$ cat config.mk
export PLATFORM = sky130hd
export DESIGN_NAME = ub_skew_feeder
export DESIGN_NICKNAME = d
export VERILOG_FILES = /design/src/rtl/ub_skew_feeder_pkg.sv /design/src/rtl/skew_lane_delay.sv /design/src/rtl/ub_skew_feeder.sv
export SDC_FILE = /design/constraint.sdc
export NUM_CORES = 1
export LEC_CHECK = 0
export CAP_MARGIN = 15
export CORE_MARGIN = 1.5
export CORE_UTILIZATION = 25
export DETAILED_ROUTE_END_ITERATION = 7
export PLACE_DENSITY = 0.54
export SLEW_MARGIN = 20
export SYNTH_ARGS = -nofsm -noshare
export SYNTH_HDL_FRONTEND = slang
export SYNTH_SLANG_ARGS = --single-unit
$ cat constraint.sdc
create_clock -name clk -period 9.5 [get_ports clk]
set_input_delay 2.375 -clock clk [delete_from_list [all_inputs] [get_ports clk]]
set_output_delay 2.375 -clock clk [all_outputs]
set_load 0.1 [all_outputs]
$ cat src/rtl/ub_skew_feeder_pkg.sv
`default_nettype none
// ============================================================================
// Module      : ub_skew_feeder_pkg
// Description : Shared widths and sequencer state encoding for the
//               unified-buffer to systolic-array skew feeder.
// Revision    : 1.0 - initial release
// ============================================================================
package ub_skew_feeder_pkg;

    localparam int WORD_SIZE = 32;  // SRAM word width, equals LANES*LANE_W
    localparam int LANES     = 4;   // array rows fed in parallel
    localparam int LANE_W    = 8;   // bits per lane element
    localparam int ADDR_W    = 16;  // byte address width
    localparam int CNT_W     = 16;  // word counter width

    // Sequencer states
    localparam logic [1:0] ST_IDLE  = 2'd0;
    localparam logic [1:0] ST_RUN   = 2'd1;
    localparam logic [1:0] ST_FLUSH = 2'd2;
    localparam logic [1:0] ST_DONE  = 2'd3;

endpackage
`default_nettype wire

$ cat src/rtl/skew_lane_delay.sv
`default_nettype none
// ============================================================================
// Module      : skew_lane_delay
// Description : DEPTH-stage data/valid shift chain with a shared advance
//               enable. o_pending flags valid beats still upstream of the
//               final stage, so the owner can tell when the chain drains.
// Revision    : 1.0 - initial release
// ============================================================================
module skew_lane_delay #(
    parameter int DEPTH = 1,
    parameter int W     = 8
) (
    input  logic         clk,
    input  logic         rst,
    input  logic         i_en,
    input  logic [W-1:0] i_data,
    input  logic         i_valid,
    output logic [W-1:0] o_data,
    output logic         o_valid,
    output logic         o_pending
);

    logic [W-1:0]     r_data [DEPTH];
    logic [DEPTH-1:0] r_valid;
    logic             w_pend;

    // Shift chain; holds every stage while the enable is low
    always_ff @(posedge clk or posedge rst) begin
        if (rst) begin
            for (int i = 0; i < DEPTH; i++) begin
                r_data[i] <= '0;
            end
            r_valid <= '0;
        end else if (i_en) begin
            r_data[0]  <= i_data;
            r_valid[0] <= i_valid;
            for (int i = 1; i < DEPTH; i++) begin
                r_data[i]  <= r_data[i-1];
                r_valid[i] <= r_valid[i-1];
            end
        end
    end

    // Any valid beat in a stage other than the last one
    always_comb begin
        w_pend = 1'b0;
        for (int i = 0; i < DEPTH - 1; i++) begin
            w_pend = w_pend | r_valid[i];
        end
    end

    assign o_data    = r_data[DEPTH-1];
    assign o_valid   = r_valid[DEPTH-1];
    assign o_pending = w_pend;

endmodule
`default_nettype wire

$ cat src/rtl/ub_skew_feeder.sv
`default_nettype none
// ============================================================================
// Module      : ub_skew_feeder
// Description : Streams consecutive words out of the unified buffer through a
//               2-entry prefetch FIFO and applies the diagonal lane skew the
//               systolic array expects (lane k delayed k cycles).
// Revision    : 1.0 - initial release
// ============================================================================
module ub_skew_feeder
    import ub_skew_feeder_pkg::*;
(
    input  logic                 clk,
    input  logic                 reset,
    input  logic                 start,
    input  logic [ADDR_W-1:0]    base_addr,
    input  logic [CNT_W-1:0]     num_words,
    output logic                 busy,
    output logic                 done,
    output logic                 sram_wen,
    output logic [ADDR_W-1:0]    sram_addr,
    input  logic [WORD_SIZE-1:0] sram_rdata,
    input  logic                 stall,
    output logic [WORD_SIZE-1:0] out_data,
    output logic [LANES-1:0]     out_lane_valid
);

    logic [1:0]           r_state;
    logic [1:0]           w_state_nxt;
    logic [ADDR_W-1:0]    r_next_addr;
    logic [ADDR_W-1:0]    r_last_addr;
    logic [CNT_W-1:0]     r_num;
    logic [CNT_W-1:0]     r_issued;
    logic                 r_inflight;
    logic [WORD_SIZE-1:0] r_fifo [2];
    logic                 r_wr_ptr;
    logic                 r_rd_ptr;
    logic [1:0]           r_count;
    logic [WORD_SIZE-1:0] r_inj_data;
    logic [LANES-1:0]     r_inj_valid;

    logic                 w_accept;
    logic                 w_issue;
    logic                 w_avail;
    logic                 w_pop;
    logic                 w_push;
    logic                 w_fifo_rd;
    logic [WORD_SIZE-1:0] w_head;
    logic [LANE_W-1:0]    w_lane_data [LANES];
    logic [LANES-1:0]     w_lane_valid;
    logic [LANES-1:0]     w_lane_pend;
    logic                 w_pipe_pending;
    logic                 w_unused;

    // Word alignment is forced, so the low address bits carry no information
    assign w_unused = &{1'b0, base_addr[1:0]};

    assign w_accept = (r_state == ST_IDLE) && start;
    // At most two words buffered or in flight, so the FIFO can never overflow
    assign w_issue  = (r_state == ST_RUN) && ((r_count + {1'b0, r_inflight}) < 2'd2)
                      && (r_issued < r_num);
    // Returning SRAM data bypasses an empty FIFO so word 0 pops the cycle it lands
    assign w_avail   = (r_count != 2'd0) || r_inflight;
    assign w_head    = (r_count != 2'd0) ? r_fifo[r_rd_ptr] : sram_rdata;
    assign w_pop     = !stall && w_avail;
    assign w_fifo_rd = w_pop && (r_count != 2'd0);
    assign w_push    = r_inflight && !(w_pop && (r_count == 2'd0));

    assign busy      = (r_state == ST_RUN) || (r_state == ST_FLUSH);
    assign done      = (r_state == ST_DONE);
    assign sram_wen  = 1'b0;
    // The bus shows the issuing address, otherwise it parks on the last one used
    assign sram_addr = w_issue ? r_next_addr : r_last_addr;

    // State register
    always_ff @(posedge clk or posedge reset) begin
        if (reset) begin
            r_state <= ST_IDLE;
        end else begin
            r_state <= w_state_nxt;
        end
    end

    // Next-state: drain completes when nothing but the final lane stages hold data
    always_comb begin
        w_state_nxt = r_state;
        case (r_state)
            ST_IDLE: begin
                if (start) begin
                    w_state_nxt = (num_words == '0) ? ST_DONE : ST_RUN;
                end
            end
            ST_RUN: begin
                if ((r_issued == r_num) && !r_inflight) begin
                    w_state_nxt = ST_FLUSH;
                end
            end
            ST_FLUSH: begin
                if ((r_count == 2'd0) && !r_inflight && !stall && !w_pipe_pending) begin
                    w_state_nxt = ST_DONE;
                end
            end
            ST_DONE:  w_state_nxt = ST_IDLE;
            default:  w_state_nxt = ST_IDLE;
        endcase
    end

    // Read issue: address generation, word count and one-cycle in-flight flag
    always_ff @(posedge clk or posedge reset) begin
        if (reset) begin
            r_next_addr <= '0;
            r_last_addr <= '0;
            r_num       <= '0;
            r_issued    <= '0;
            r_inflight  <= 1'b0;
        end else begin
            r_inflight <= w_issue;
            if (w_accept) begin
                r_next_addr <= {base_addr[ADDR_W-1:2], 2'b00};
                r_num       <= num_words;
                r_issued    <= '0;
            end else if (w_issue) begin
                r_next_addr <= r_next_addr + ADDR_W'(4);
                r_last_addr <= r_next_addr;
                r_issued    <= r_issued + CNT_W'(1);
            end
        end
    end

    // Two-entry prefetch FIFO; landing data is always captured, even under stall
    always_ff @(posedge clk or posedge reset) begin
        if (reset) begin
            r_fifo[0] <= '0;
            r_fifo[1] <= '0;
            r_wr_ptr  <= 1'b0;
            r_rd_ptr  <= 1'b0;
            r_count   <= 2'd0;
        end else begin
            if (w_push) begin
                r_fifo[r_wr_ptr] <= sram_rdata;
                r_wr_ptr         <= ~r_wr_ptr;
            end
            if (w_fifo_rd) begin
                r_rd_ptr <= ~r_rd_ptr;
            end
            case ({w_push, w_fifo_rd})
                2'b10:   r_count <= r_count + 2'd1;
                2'b01:   r_count <= r_count - 2'd1;
                default: r_count <= r_count;
            endcase
        end
    end

    // Common injection stage: a popped word, or zero padding with no valid
    always_ff @(posedge clk or posedge reset) begin
        if (reset) begin
            r_inj_data  <= '0;
            r_inj_valid <= '0;
        end else if (!stall) begin
            r_inj_valid <= {LANES{w_pop}};
            r_inj_data  <= w_pop ? w_head : '0;
        end
    end

    for (genvar k = 0; k < LANES; k++) begin : g_lane
        if (k == 0) begin : g_direct
            assign w_lane_data[k]  = r_inj_data[LANE_W-1:0];
            assign w_lane_valid[k] = r_inj_valid[k];
            assign w_lane_pend[k]  = 1'b0;
        end else begin : g_delay
            logic w_chain_pend;
            skew_lane_delay #(
                .DEPTH (k),
                .W     (LANE_W)
            ) u_delay (
                .clk       (clk),
                .rst       (reset),
                .i_en      (!stall),
                .i_data    (r_inj_data[k*LANE_W +: LANE_W]),
                .i_valid   (r_inj_valid[k]),
                .o_data    (w_lane_data[k]),
                .o_valid   (w_lane_valid[k]),
                .o_pending (w_chain_pend)
            );
            assign w_lane_pend[k] = r_inj_valid[k] | w_chain_pend;
        end
        assign out_data[k*LANE_W +: LANE_W] = w_lane_data[k];
        assign out_lane_valid[k]            = w_lane_valid[k];
    end

    assign w_pipe_pending = |w_lane_pend;

endmodule
`default_nettype wire

### After elaboration in Yosys (flattened, before gate mapping)

Index checks and enable logic that the tools add are counted.

| word-level totals | value |
|---|---|
| register bits after elaboration | 222 |
| logic and storage cells | 93 |
| output and inout bits | 55 |
| input port bits | 68 |

| cells by class | value |
|---|---|
| add/subtract/negate cells | 5 |
| bitwise logic cells | 7 |
| multiplexer cells | 19 |
| reductions and logical operators | 26 |
| magnitude comparators | 5 |
| eq/ne operators | 9 |

Operator list:

| cell | number |
|---|---|
| $mux 32 | 6 |
| $mux 16 | 5 |
| $bwmux 64 | 1 |
| $demux 32 s1 | 1 |
| $add 16x1->16 const B | 1 |
| $add 16x3->16 const B | 1 |
| $eq 16x16->1 | 1 |
| $logic_not 16->1 | 1 |
| $lt 16x16->1 | 1 |
| $logic_and 1x1->1 | 12 |
| $mux 2 | 4 |
| $pmux 2 s4 | 1 |
| $eq 2x2->1 const B | 3 |
| $reduce_bool 2->1 | 3 |
| $eq 2x1->1 const B | 2 |
| $ge 2x2->1 const B | 2 |
| $logic_not 1->1 | 4 |
| $logic_not 2->1 | 2 |
| $ne 2x1->1 const B | 2 |
| $not 1->2 | 2 |
| $pmux 2 s2 | 1 |
| $or 1x1->1 | 3 |
| $reduce_and 3->1 | 1 |
| $reduce_or 3->1 | 1 |
| 8 further kinds | 10 |

### Longest topological paths before layout

Gate-level depths: netlist of the first run.

| logic depth | value |
|---|---|
| depth after elaboration | 8 |
| mapped depth | 12 |
| gate-level depth less buffers | 9 |

### Cells and area by module

Synthesis of the first run repeated with hierarchy kept, for this count alone.

| unflattened totals | value |
|---|---|
| cells, all modules | 895 |
| area, all modules | 10,601.4 µm² |

Modules (own cells, without submodules):

| module | cells an instance | seq. area each (µm²) | area an instance (µm²) | times used |
|---|---|---|---|---|
| ub_skew_feeder | 759 | 4,154.0 | 8,252.9 | 1 |
| skew_lane_delay at g_lane[3].g_delay.u_delay | 67 | 675.6 | 1,176.1 | 1 |
| skew_lane_delay at g_lane[2].g_delay.u_delay | 47 | 450.4 | 785.8 | 1 |
| skew_lane_delay at g_lane[1].g_delay.u_delay | 22 | 225.2 | 386.6 | 1 |

### Worst setup path after synthesis of the first run

OpenSTA, ideal clock, no wires.

| timing | value |
|---|---|
| kind | register to output |
| from | register r_issued[12] |
| to | output sram_addr[7] |
| cell stages (with the launch flop) | 11 |
| arrival | 4.349 ns |
| buffers on the path | 4 |
| data required time | 7.125 ns |
| setup slack | 2.776 ns |
| cell sequence | dfrtp_1 > ha_1 > a211oi_1 > nor3_1 > a311o_1 > buf_6 > or3_1 > buf_6 > buf_6 > clkbuf_1 > o21ai_0 |

| between the ends | value |
|---|---|
| longest elaborated chain between the ends | 3 |

Ends and longest elaborated chain:

| element | RTL line | RTL |
|---|---|---|
| start, declared | ub_skew_feeder.sv:32 | `logic [CNT_W-1:0] r_issued;` |
| start signal, assigned | ub_skew_feeder.sv:124 | `r_issued <= r_issued + CNT_W'(1);` |
| $lt 16x16->1 | ub_skew_feeder.sv:60 | `&& (r_issued < r_num);` |
| $logic_and 1x1->1 | ub_skew_feeder.sv:60 |  |
| $mux 16 | n/a |  |
| end, declared | ub_skew_feeder.sv:20 | `output logic [ADDR_W-1:0] sram_addr,` |

Every way passes these cells.

### Worst setup path after layout of the first run

| timing | value |
|---|---|
| from | register r_inflight |
| to | output sram_addr[6] |

| between the ends | value |
|---|---|
| longest elaborated chain between the ends | 5 |

Ends and longest elaborated chain:

| element | RTL line | RTL |
|---|---|---|
| start, declared | ub_skew_feeder.sv:33 | `logic r_inflight;` |
| start signal, assigned | ub_skew_feeder.sv:116 | `r_inflight <= w_issue;` |
| $add 2x1->2 | ub_skew_feeder.sv:59 | `assign w_issue = (r_state == ST_RUN) && ((r_count + {1'b0, r_inflight}) < 2'd2)` |
| $lt 2x2->1 | ub_skew_feeder.sv:59 |  |
| $logic_and 1x1->1 | ub_skew_feeder.sv:59 |  |
| $logic_and 1x1->1 | ub_skew_feeder.sv:60 |  |
| $mux 16 | n/a |  |

Every way passes these cells.

==> reports/metrics.cfg, run 1 <==
[clocking]
clock_pin_transition_on_the_worst_setup_and_hold_timing_paths_ns = 0.06
post_cts_hold_buffer_count = 0
clk_path_buf_depth = 3
cts.root.buffer_cell = sky130_fd_sc_hd__clkbuf_16
post_cts_resize_count = 0
clk-insertion-delay-late_ns = 0.55
cts_made_buffers = 27
tritoncts = yes
clock_sink_count = 217
postCtsSetupRepairBufs = 0
cts_max_level = 1

[sta]
hold_viol = 0
worstMarginPinSlew_ns = 1.07
upper_clock_frequency_limit_mhz = 132
rsz0062_at_grt = no
maxSlewViolCount = 0
report.final.setup_viol = 0
fin_tns_setup_ns = 0
post-route-min-period_ns = 7.56
layout_worst_path_cycle_share_pct = 79.6
hold_slack_ns = 0.476
clock_skew_ns = 0.0140
timing.max_slew.rel_slack_pct = 28.6
worst_setup_slack_after_layout_ns = 1.94

[route]
detail_route.wl_per_cell_microns = 15.3
detail_route.drc_violations = 0
number_of_violations_reported_at_the_end_of_detailed_routing_iteration_0 = 330
vias_per_cell = 4.50
dr_vias = 7031
postRouteWirelength_mm = 23.9
detail_route.first_pass.iterations = 4
postRouteAntennaNets = 0

[synthesis]
synth-edff-count = 0
yosys_warnings = 0
synthesis.nets = 1027
synth_cell_type_count = 45
netlist_area_sq_mm = 0.0101
async_flop_share_pct = 100
synth-seq-area-share_pct = 53.6
postSynthCellCount = 935
dominantRegCellSynth = sky130_fd_sc_hd__dfrtp_1
yosys_register_bits = 217
post_synth.cell_area_avg_sq_um = 10.8

[placed_design]
placed_area_sq_mm = 0.0117
numPlacedInstances = 1510
dp_slack_ns = 2.45
detailed_place_hpwl_mm = 14.9
gpl.final_weighted_congestion = 0.732
port_buffers = 119

[layout]
final_cell_mix = sky130_fd_sc_hd__dfrtp_1, sky130_fd_sc_hd__clkdlybuf4s50_1, sky130_fd_sc_hd__nand2_1
final_net_count = 1106
mostFrequentLayoutCell = sky130_fd_sc_hd__dfrtp_1
area_growth_syn_to_layout_pct = 24.8
layout-drive-gt1-share_pct = 16.6
final_cells = 1561
final_area_sq_mm = 0.0126

[grt]
groute.usage.overall_pct = 11.7
vias_in_the_first_global_route = 7096
grt_overflow_total = 0
pin_count_of_the_biggest_net_entering_global_routing = 146
grt_antenna_before_repair = 1
wire_length_of_the_first_global_routing_pass_mm = 39.2

[critical_path]
critical_path_arrival_ns = 5.19
element_type_at_the_critical_path_start = register
crit_type = register to primary output
cp_max_fo = 39
cp_data_required_time_ns = 7.13
type_of_destination_of_the_critical_path = primary output

[min_path]
hold_path_class = register to register

[status]
run_status = complete, no violations

[job]
cap_viol_max_count = 0

[floorplanning]
placeableCoreArea_sq_mm = 0.0398
top_level_ports = 123
floorplan.initialDensity_pct = 25.4
die_h_microns = 204
fp.dieArea_sq_mm = 0.0417
die_width_microns = 204
rows = 73

[pwr]
power.leakage_nw = 5.47
vdd_ir_drop_max_mv = 0.226
power_density_mw_per_mm2 = 383

## state kept, by name (all words and copies together), names as in the netlist
register / count
g_lane.g_delay.u_delay.o_data: 24
g_lane.g_delay.u_delay.r_data: 24
g_lane.g_delay.u_delay.r_valid: 3
r_count: 2
r_fifo: 64
r_inflight: 1
r_inj_data: 32
r_inj_valid: 1
r_issued: 16
r_last_addr: 16
r_next_addr: 14
r_num: 16
r_rd_ptr: 1
r_state: 2
r_wr_ptr: 1
## routing by layer
layer | part of all wire [%] | routed length, microns | track usage, % | up-vias
met3 | 5.0 | 1200 | 2.33 | 36
met5 | 0.046 | 11 | 0 | -
met2 | 45 | 10800 | 18.5 | 134
met1 | 48 | 11400 | 16.1 | 3460
li1 | - | - | - | 3399
met4 | 2.0 | 486 | 3.55 | 2
## power by group
| part | total, W | switching, W | internal [W] |
|---|---|---|---|
| logic | 0.00218 | 0.00146 | 0.000719 |
| registers | 0.00158 | 0.000257 | 0.00132 |
| clock network | 0.00109 | 0.000412 | 0.000676 |
| total | 0.00485 | 0.00213 | 0.00271 |
## Yosys cell counts, types with 2 or more instances
| cell type | number | share of area (%) |
|---|---|---|
| sky130_fd_sc_hd__xnor2_1 | 22 | 1.9 |
| sky130_fd_sc_hd__nor4b_1 | 5 | 0.43 |
| sky130_fd_sc_hd__o21ai_0 | 57 | 2.8 |
| sky130_fd_sc_hd__ha_1 | 24 | 3.0 |
| sky130_fd_sc_hd__inv_1 | 56 | 2.1 |
| sky130_fd_sc_hd__dfrtp_1 | 217 | 54 |
| sky130_fd_sc_hd__xor2_1 | 2 | 0.17 |
| sky130_fd_sc_hd__clkbuf_1 | 47 | 1.7 |
| sky130_fd_sc_hd__o31ai_1 | 3 | 0.22 |
| sky130_fd_sc_hd__nand2_1 | 115 | 4.3 |
| sky130_fd_sc_hd__nor2b_1 | 5 | 0.31 |
| sky130_fd_sc_hd__buf_1 | 5 | 0.19 |
| sky130_fd_sc_hd__and4_1 | 5 | 0.43 |
| sky130_fd_sc_hd__a21oi_1 | 50 | 2.5 |
| sky130_fd_sc_hd__and3_1 | 9 | 0.56 |
| sky130_fd_sc_hd__o211ai_1 | 3 | 0.22 |
| sky130_fd_sc_hd__mux2_2 | 104 | 12 |
| sky130_fd_sc_hd__nor4_1 | 16 | 0.99 |
| sky130_fd_sc_hd__buf_6 | 3 | 0.33 |
| sky130_fd_sc_hd__and2_1 | 4 | 0.25 |
| sky130_fd_sc_hd__or3_1 | 4 | 0.25 |
| sky130_fd_sc_hd__nor2_1 | 50 | 1.9 |
| sky130_fd_sc_hd__mux2i_1 | 32 | 3.2 |
| sky130_fd_sc_hd__a311oi_1 | 32 | 2.8 |
| sky130_fd_sc_hd__nand3_1 | 11 | 0.54 |
| sky130_fd_sc_hd__or4_1 | 5 | 0.37 |
| sky130_fd_sc_hd__nand3b_1 | 2 | 0.15 |
| sky130_fd_sc_hd__nor3_1 | 4 | 0.20 |
| sky130_fd_sc_hd__nand4_1 | 6 | 0.37 |
| sky130_fd_sc_hd__buf_4 | 22 | 1.6 |
## critical path, cell delays in order (launching register included)
cell and delay [ns]:
sky130_fd_sc_hd__dfrtp_2 1.01, sky130_fd_sc_hd__and3_1 0.28, sky130_fd_sc_hd__o2111ai_1 0.14, sky130_fd_sc_hd__a311o_1 0.59, sky130_fd_sc_hd__or3_1 0.59, sky130_fd_sc_hd__inv_1 0.65
sky130_fd_sc_hd__nand2_1 0.11, sky130_fd_sc_hd__nand2_1 0.10, sky130_fd_sc_hd__clkdlybuf4s50_1 1.16
## through the flow
| stage | util [%] | total power (W) |
|---|---|---|
| 5_1_grt | 31.7 | 0.00517 |
| 6_report | 31.7 | 0.00485 |
| 4_1_cts | 31.7 | 0.00493 |
| 3_5_place_dp | 29.3 | 0.00381 |
| 2_1_floorplan | - | 0.00332 |
| 3_3_place_gp | 29.3 | 0.00377 |
## path summary, 6_finish.rpt
path | startpoint | endpoint | slack [ns] | depth (start not counted)
worst max-delay path | r_inflight | sram_addr[6] | 1.94 | 8
worst min-delay path | g_lane[2].g_delay.u_delay.r_data[14] | g_lane[2].g_delay.u_delay.r_data[14] | 0.48 | 2
worst max register to register | r_inflight | r_last_addr[12] | 5.61 | 7
worst min register to register | g_lane[2].g_delay.u_delay.r_data[14] | g_lane[2].g_delay.u_delay.r_data[14] | 0.48 | 2
max in group asynchronous | reset | r_inj_data[22] | 5.61 | 3
min in group asynchronous | reset | g_lane[2].g_delay.u_delay.o_data[7] | 2.38 | 2
## logic make-up after synthesis
| group | after synthesis | share of synthesized area [%] |
|---|---|---|
| compound gates | 155 | 9.37 |
| xor+xnor | 24 | 2.08 |
| fa+ha+maj | 24 | 2.97 |
| buf+inv | 134 | 6.02 |
| flops | 217 | 53.6 |
| mux | 136 | 14.7 |
| other cells | 1 | 0.0370 |
| simple gates | 244 | 11.2 |
## final cells by class
class,count,area [sq um]
Antenna cell,1,2.50
Clock buffer,39,811
Clock inverter,11,154
Multi-Input combinational cell,584,4110
Fill cell,4118,27200
Timing Repair Buffer,128,1260
Inverter,56,223
Sequential cell,217,5430
Tap cell,525,657
(Power assumes the default switching activity.)
==> run 2: changes to the inputs <==
clock period = 7 ns   (was 9.5 ns; I/O delays follow)
==> run 2 against run 1 <==
  * Total power rose by 34%
  * Final cell count is the same
  * Highest routed layer unchanged
  * Clock power is 28% higher
  * Sequential power is 36% higher
==> reports/metrics.cfg, run 2 (synthesized netlist as in run 1, its figures left out) <==
[layout]
diode_insertion_count_for_antenna_repair = 0  ; -1
final_net_count = 1110  ; +0.36%
final_area_sq_mm = 0.0126  ; -0.47%
layout.core_utilization_pct = 31.6  ; -0.15 points
number_of_filler_cells_placed_in_the_layout = 4086  ; -0.78%
regArea_sq_mm = 0.00543  ; unchanged
area_growth_syn_to_layout_pct = 24.2
multiInputGateArea_sq_mm = 0.00411  ; unchanged
mostFrequentLayoutCell = sky130_fd_sc_hd__dfrtp_1
final_cell_mix = sky130_fd_sc_hd__dfrtp_1, sky130_fd_sc_hd__nand2_1, sky130_fd_sc_hd__mux2_2
largest_registers = r_fifo (64), r_inj_data (32)
layout-drive-gt1-share_pct = 18.1  ; +1.5 points
largest_register = r_fifo
flip_flop_count_of_the_largest_register_all_copies_and_words_added = 64  ; unchanged

[placed_design]
placed_area_sq_mm = 0.0117  ; about the same
detailed_place_hpwl_mm = 14.9  ; +0.55%
gpl.final_weighted_congestion = 0.739  ; +0.93%
port_buffers = 119  ; unchanged
dp_slack_ns = 1.63  ; -0.824 ns

[min_path]
hold_path_class = register to register

[pwr]
vdd_ir_drop_max_mv = 0.271  ; +20%
power.leakage_nw = 5.48  ; +0.17%
power_density_mw_per_mm2 = 516  ; +35%

[route]
wl_met2_mm = 10.7  ; -1.2%
vias_per_cell = 4.55  ; +0.95%
topRoutingLayerUsed = met5
detail_route.wl_per_cell_microns = 15.2  ; -0.51%
detail_route.drc_violations = 0  ; unchanged
postRouteWirelength_mm = 23.8  ; -0.51%
number_of_violations_reported_at_the_end_of_detailed_routing_iteration_0 = 301  ; -8.8%
route.layer.met1.wl_mm = 11.5  ; +0.90%
detail_route.first_pass.iterations = 5  ; +1
met3_routed_wirelength_mm = 1.04  ; -13%
dr_vias = 7098  ; +0.95%
postRouteAntennaNets = 0  ; unchanged

[critical_path]
r2r_setup_slack_ns = 2.97  ; -2.64 ns
critical_path_startpoint = r_inflight
cp_max_fo = 39  ; unchanged
crit_end = sram_addr[7]
r2r-start = r_inflight
r2r_end = r_last_addr[3]
crit_type = register to primary output
element_type_at_the_critical_path_start = register
critical_path_arrival_ns = 4.17  ; -1.02 ns
worst_reg2reg_path_depth = 7  ; unchanged
type_of_destination_of_the_critical_path = primary output
cp_data_required_time_ns = 5.25  ; -1.88 ns

[clocking]
clock_sink_count = 217  ; unchanged
clock_pin_transition_on_the_worst_setup_and_hold_timing_paths_ns = 0.06  ; about the same
post_cts_hold_buffer_count = 0  ; unchanged
post_cts_resize_count = 0  ; unchanged
cts.root.buffer_cell = sky130_fd_sc_hd__clkbuf_16
clk-insertion-delay-late_ns = 0.55  ; about the same
tritoncts = yes
cts_made_buffers = 27  ; unchanged
clk_path_buf_depth = 3  ; unchanged
cts_max_level = 1  ; unchanged
postCtsSetupRepairBufs = 0  ; unchanged

[sta]
maxSlewViolCount = 0  ; unchanged
worst_setup_slack_after_layout_ns = 1.08  ; -0.856 ns
hold_slack_ns = 0.480  ; +0.00346 ns
worstMarginPinSlew_ns = 1.07  ; -0.000495 ns
clock_skew_ns = 0.00842  ; -0.00557 ns
report.final.setup_viol = 0  ; unchanged
hold_viol = 0  ; unchanged
layout_worst_path_cycle_share_pct = 84.5
upper_clock_frequency_limit_mhz = 169
fin_tns_setup_ns = 0  ; unchanged
rsz0062_at_grt = no
post-route-min-period_ns = 5.92
timing.max_slew.rel_slack_pct = 28.6  ; +0.033 points

[grt]
grt_antenna_before_repair = 1  ; unchanged
groute.usage.overall_pct = 11.6  ; -0.11 points
wire_length_of_the_first_global_routing_pass_mm = 39.0  ; -0.53%
pin_count_of_the_biggest_net_entering_global_routing = 115  ; -21%
vias_in_the_first_global_route = 7087  ; -0.13%
grt_overflow_total = 0  ; unchanged

[floorplanning]
floorplan.initialDensity_pct = 25.4  ; unchanged
die_width_microns = 204  ; unchanged
fp.dieArea_sq_mm = 0.0417  ; unchanged
top_level_ports = 123  ; unchanged
placeableCoreArea_sq_mm = 0.0398  ; unchanged
rows = 73  ; unchanged
die_h_microns = 204  ; unchanged

[status]
run_status = complete, no violations

[job]
cap_viol_max_count = 0  ; unchanged

==> run 2: cell type report <==
type | instances | area share [%]
clock buffer | 37 | 6.15
clock inverter | 10 | 1.01
inverter | 56 | 1.70
multi-input combinational | 584 | 32.6
sequential | 217 | 43.2
tap | 525 | 5.22
timing repair buffer | 132 | 10.1
==> run 2: metal layers <==
metal	track usage, %	vias up
met1	16.1	3526
met5	0	-
li1	-	3409
met3	2.02	40
met4	3.76	2
met2	18.2	121
==> run 2: worst min path at each step <==
stage / from / to / slack, ns / cells past startpoint
final: g_lane[1].g_delay.u_delay.o_data[7] / g_lane[1].g_delay.u_delay.o_data[7] / 0.48 / 2
after global routing: g_lane[2].g_delay.u_delay.r_data[8] / g_lane[2].g_delay.u_delay.r_data[8] / 0.51 / 2
after CTS: g_lane[1].g_delay.u_delay.o_data[7] / g_lane[1].g_delay.u_delay.o_data[7] / 0.49 / 2
after detailed placement: g_lane[1].g_delay.u_delay.o_data[7] / g_lane[1].g_delay.u_delay.o_data[7] / 0.47 / 2
after global placement: g_lane[2].g_delay.u_delay.r_data[13] / g_lane[2].g_delay.u_delay.r_data[13] / 0.46 / 2
after floorplan: g_lane[2].g_delay.u_delay.r_data[10] / g_lane[2].g_delay.u_delay.r_data[10] / 0.45 / 2
==> run 2: worst max-delay path, cell delays in order (launching register included) <==
cell	delay, ns
sky130_fd_sc_hd__dfrtp_2	1.02
sky130_fd_sc_hd__and3_1	0.27
sky130_fd_sc_hd__o2111ai_1	0.12
sky130_fd_sc_hd__a311o_1	0.58
sky130_fd_sc_hd__or3_1	0.72
sky130_fd_sc_hd__buf_4	0.33
sky130_fd_sc_hd__o21ai_0	0.21
sky130_fd_sc_hd__buf_4	0.33
==> run 2: stage by stage <==
stage	total power (W)	instances
floorplan	0.00451	935
global placement	0.00510	1513
detailed placement	0.00516	1513
CTS	0.00661	1560
global route	0.00692	1561
finish	0.00650	1561
==> run 2: power by group <==
part / leakage (nW) / total, W / internal, W / switching [W]
Clock: 0.439 / 0.00140 / 0.000847 / 0.000548
Sequential: 2.65 / 0.00215 / 0.00179 / 0.000357
Combinational: 2.39 / 0.00295 / 0.000964 / 0.00199
Total: 5.48 / 0.00650 / 0.00360 / 0.00289
